--- config.mk ---
export PLATFORM = sky130hd
export DESIGN_NAME = mem_bank_responder
export DESIGN_NICKNAME = d
export VERILOG_FILES = /design/src/rtl/mem_bank_responder.sv
export SDC_FILE = /design/constraint.sdc
export NUM_CORES = 2
export LEC_CHECK = 0
export ABC_AREA = 1
export BUFFER_PORTS_ARGS = -buffer_cell sky130_fd_sc_hd__buf_2
export CAP_MARGIN = 20
export CORE_MARGIN = 2
export CORE_UTILIZATION = 45
export CTS_BUF_LIST = sky130_fd_sc_hd__clkbuf_8
export CTS_CLUSTER_SIZE = 20
export DETAILED_ROUTE_END_ITERATION = 16
export PLACE_DENSITY = 0.71
export SLEW_MARGIN = 20
export SYNTH_ARGS = -nofsm -noshare
export SYNTH_HDL_FRONTEND = slang
export SYNTH_SLANG_ARGS = --single-unit
--- constraint.sdc ---
create_clock -name clk -period 3 [get_ports clk]
set_clock_uncertainty 0.1 [all_clocks]
set_input_delay 0.6 -clock clk [delete_from_list [all_inputs] [get_ports clk]]
set_output_delay 0.6 -clock clk [all_outputs]
set_load 0.02 [all_outputs]
--- src/rtl/mem_bank_responder.sv ---
// mem_bank_responder: far end of the crossbar's four-phase req/ack handshake.
// Holds one vector memory bank and services one read or write per handshake
// after a fixed access latency. It also keeps access counters and a sticky
// protocol-error flag.
module mem_bank_responder #(
    parameter int unsigned DEPTH_LOG2 = 6,
    parameter int unsigned WIDTH      = 32,
    parameter int unsigned LATENCY    = 2
) (
    input  logic                  clk,
    input  logic                  reset,
    input  logic                  reqMEM,
    input  logic                  rwMEM,
    input  logic [DEPTH_LOG2-1:0] addrMEM,
    input  logic [WIDTH-1:0]      dinMEM,
    output logic                  ackMEM,
    output logic [WIDTH-1:0]      doutMEM,
    output logic                  busy,
    output logic [15:0]           rd_count,
    output logic [15:0]           wr_count,
    output logic                  proto_err
);

    localparam int unsigned DEPTH = 1 << DEPTH_LOG2;
    // LATENCY is limited to 1..15, so a 4-bit countdown is enough.
    localparam int unsigned CNT_W = 4;

    typedef enum logic [1:0] {
        IDLE   = 2'd0,
        ACCESS = 2'd1,
        ACK    = 2'd2
    } state_t;

    // Request fields captured on the accepting edge.
    typedef struct packed {
        logic                  rw;
        logic [DEPTH_LOG2-1:0] addr;
        logic [WIDTH-1:0]      din;
    } req_t;

    state_t           state;
    logic [CNT_W-1:0] cnt;
    req_t             lat_req;
    logic [WIDTH-1:0] mem [DEPTH];

    // Handshake FSM, access engine, counters and memory array.
    always_ff @(posedge clk) begin
        if (reset) begin
            state     <= IDLE;
            cnt       <= '0;
            lat_req   <= '0;
            ackMEM    <= 1'b0;
            doutMEM   <= '0;
            busy      <= 1'b0;
            rd_count  <= '0;
            wr_count  <= '0;
            proto_err <= 1'b0;
            for (int i = 0; i < int'(DEPTH); i++) begin
                mem[i] <= '0;
            end
        end else begin
            case (state)
                IDLE: begin
                    if (reqMEM) begin
                        lat_req.rw   <= rwMEM;
                        lat_req.addr <= addrMEM;
                        lat_req.din  <= dinMEM;
                        cnt          <= CNT_W'(LATENCY - 1);
                        busy         <= 1'b1;
                        state        <= ACCESS;
                    end
                end

                ACCESS: begin
                    // If req drops before ack, the error is flagged but the access still completes.
                    if (!reqMEM) begin
                        proto_err <= 1'b1;
                    end
                    if (cnt != '0) begin
                        cnt <= cnt - CNT_W'(1);
                    end else begin
                        if (lat_req.rw) begin
                            mem[lat_req.addr] <= lat_req.din;
                            wr_count          <= wr_count + 16'd1;
                        end else begin
                            doutMEM  <= mem[lat_req.addr];
                            rd_count <= rd_count + 16'd1;
                        end
                        ackMEM <= 1'b1;
                        state  <= ACK;
                    end
                end

                ACK: begin
                    if (!reqMEM) begin
                        ackMEM <= 1'b0;
                        busy   <= 1'b0;
                        state  <= IDLE;
                    end
                end

                default: begin
                    ackMEM <= 1'b0;
                    busy   <= 1'b0;
                    state  <= IDLE;
                end
            endcase
        end
    end

endmodule

==> impl_metrics.json <==
{
  "fin_area_um2": 115000,
  "first_iter_violations": 10100,
  "cp.required_ns": 3.86,
  "ir_drop_uv": 529,
  "floorplan.rows": 173,
  "end_kind": "register",
  "worstMarginPinSlew_ns": 1.17,
  "hold_viol_final": 0,
  "min_to": "lat_req[32]",
  "yosys_warnings": 0,
  "p_leak_nw": 49.0,
  "wl_met2_mm": 142,
  "track_usage": 0.276,
  "clk_path_buf_depth": 4,
  "cap_violations": 0,
  "wirelength_mm": 319,
  "overflow": 0,
  "finalCriticalPeriod_ns": 2.96,
  "port_buffers": 108,
  "drive_above_1_share": 0.110,
  "clk_pin_slew_ns": 0.06,
  "vias": 78200,
  "cts_buffers": 366,
  "synth.area.top_cells": "edfxtp_1 61%, nor2_1 9.6%, nand2_1 9.1%, inv_1 6.3%, nand3_1 3.9%",
  "cp_slowest_cell": "o21ai_0",
  "r2r-end": "doutMEM[8]",
  "async_reset_ff_frac": 0,
  "drt-met1-wl_mm": 116,
  "cts_setup_buffers": 0,
  "antenna_left": 0,
  "synth_common_cells": "2570 x nor2_1, 2424 x nand2_1, 2048 x edfxtp_1",
  "whs_ns": 0.193,
  "ys_seq_area_frac": 0.634,
  "synth_top_area_frac": 0.612,
  "fp.dieW_um": 477,
  "grt_pass1_wl_mm": 469,
  "synthDistinctLibCells": 33,
  "synth_edf_count": 2048,
  "syn_nets": 11200,
  "final_cells": 14700,
  "wl_per_cell_um": 21.7,
  "slew_headroom": 0.219,
  "path_cells": "nor2_4 > buf_12 > buf_4 > nand3_1 > nand2_1 > o21ai_0 > nand2_1 > nor2_1 > nand3_1 > nand2_1 > inv_1",
  "die_area_um2": 227000,
  "reg2regPathDepth": 11,
  "viasPerCell": 5.33,
  "max_stage_delay_ns": 0.93,
  "cp-start-kind": "register",
  "cts_tree": "yes",
  "die_y_um": 477,
  "route.met3.wl_mm": 37.9,
  "top_layer_used": "met5",
  "synthesis.area_um2": 100000,
  "min_from": "addrMEM[0]",
  "finalCritPeriodShare": 0.987,
  "grt_max_degree": 89,
  "synth-seq-cells": 2160,
  "critPathBufInv": 3,
  "synth_top_area_cell": "edfxtp_1",
  "outcome": "completed",
  "yosys.cell_count.top_type": "nor2_1",
  "antenna_found_initial": 6,
  "crit_arrival_ns": 3.82,
  "placedCellCount": 14000,
  "critical_path.most_common_cell": "nand2_1",
  "globalplace.congestion": 0.954,
  "area_growth_pct": 14.2,
  "clock_sinks": 2160,
  "initial_core_util": 0.452,
  "grt_pass1_vias": 75100,
  "max_freq_mhz": 338,
  "ctsHtreeMaxLevel": 5,
  "setup_viol": 0,
  "holdPathStages": 3,
  "path_delay_family": "compound AO/OA/AOI/OAI gates",
  "cts_root_buffer": "clkbuf_8",
  "r2r_start": "lat_req[33]",
  "dp.final_hpwl_mm": 201,
  "insertion_delay_ns": 1.09,
  "coreArea_um2": 222000,
  "syn_area_per_cell_um2": 8.97,
  "dr.pass1.iters": 8,
  "final_nets": 11500,
  "reg2reg_setup_slack_ns": 0.04,
  "drc": 0,
  "crit_fanout": 29,
  "slew_violations": 0,
  "critPathLaunch": "lat_req[33]",
  "io_pins": 109,
  "min_path_type": "in2reg",
  "dpl_cell_area_um2": 108000,
  "synthFlopType": "edfxtp_1",
  "critPathKind": "reg2reg",
  "syn_inst": 11200,
  "powerDensity_nw_per_um2": 596,
  "grt_setup_unrepaired": "false"
}
## kinds of logic (layout without fill, tap and decap cells)
group / Yosys count / after routing / synth area share
simple gates: 5927 / 5927 / 0.235
xor+xnor: 9 / 9 / 0.000784
other cells: 0 / 2 / 0
compound gates: 585 / 585 / 0.0341
fa+ha+maj: 4 / 4 / 0.000498
flops: 2160 / 2160 / 0.634
buf+inv: 2517 / 3003 / 0.0951
## routing by layer
layer,GRT usage,up-vias
li1,-,35600
met1,0.352,37200
met2,0.425,4595
met3,0.0620,841
met4,0.178,2
met5,0,-
## power by group
part	internal (W)	switching [W]	leakage, nW
sequential	0.0340	0.000405	22.1
combinational	0.00258	0.00739	23.1
clock	0.0122	0.0119	3.83
## area by class of cell
class	count	area [um^2]
Clock inverter	253	1160
Multi-Input combinational cell	6525	27400
Sequential cell	2160	63700
Tap cell	2975	3720
Timing Repair Buffer	669	7010
Clock buffer	382	5260
Fill cell	19600	107000
Antenna cell	2	5.00
Inverter	1699	6430
## how the worst max path moves through the flow
stage / endpoint / slack [ns] / cells after the start
2_1_floorplan: mem[23][0] / 0.1 / 9
3_3_place_gp: doutMEM[28] / -0.09 / 11
3_5_place_dp: doutMEM[27] / -0.09 / 13
4_1_cts: doutMEM[3] / 0.06 / 11
5_1_grt: doutMEM[8] / 0.001 / 14
6_report: doutMEM[8] / 0.04 / 11
## tightest hold or removal path: cells and delay by family
family,cells,cell delay [ns]
AOI/OAI and AO/OA,2,0.52
buffers and inverters,1,0.11
## timing repair
action	CTS	global route
hold endpoints to repair	45	0
endpoints found under the setup margin	232	145
gates resized for setup	7	12
hold buffers	41	0
## cell usage in the layout (no fill, tap or decap), drive strengths merged, types with 2 or more instances in the layout
| cell | netlist | final |
|---|---|---|
| a21oi | 68 | 68 |
| a31oi | 2 | 2 |
| and3 | 2 | 2 |
| buf | 114 | 628 |
| bufinv | 0 | 6 |
| clkbuf | 704 | 382 |
| clkinv | 5 | 121 |
| clkinvlp | 0 | 6 |
| dfxtp | 112 | 112 |
| diode | 0 | 2 |
| dlygate4sd3 | 0 | 41 |
| edfxtp | 2048 | 2048 |
| ha | 4 | 4 |
| inv | 1694 | 1819 |
| nand2 | 2425 | 2425 |
| nand3 | 782 | 782 |
| nand4 | 7 | 7 |
| nor2 | 2573 | 2573 |
| nor3 | 31 | 31 |
| o211ai | 194 | 194 |
| o21ai | 318 | 318 |
| or2 | 104 | 104 |
| xnor2 | 4 | 4 |
| xor2 | 5 | 5 |
## sequential cells by signal, summed over array words and instances (netlist names)
name / cells
busy: 1
lat_req: 39
ackMEM: 1
state: 2
rd_count: 16
wr_count: 16
doutMEM: 32
proto_err: 1
mem: 2048
cnt: 4
## per-stage QoR
stage	power [W]	setup slack (ns)	utilization	TNS, ns
4_1_cts	0.0683	0.0597	0.517	0
6_report	0.0684	0.0395	0.517	0
2_1_floorplan	0.0398	0.0970	-	0
5_1_grt	0.0704	0.00141	0.517	0
3_3_place_gp	0.0444	-0.0909	0.486	-4.39
3_5_place_dp	0.0446	-0.0916	0.486	-1.97
Power figures use the tool's default switching activity.
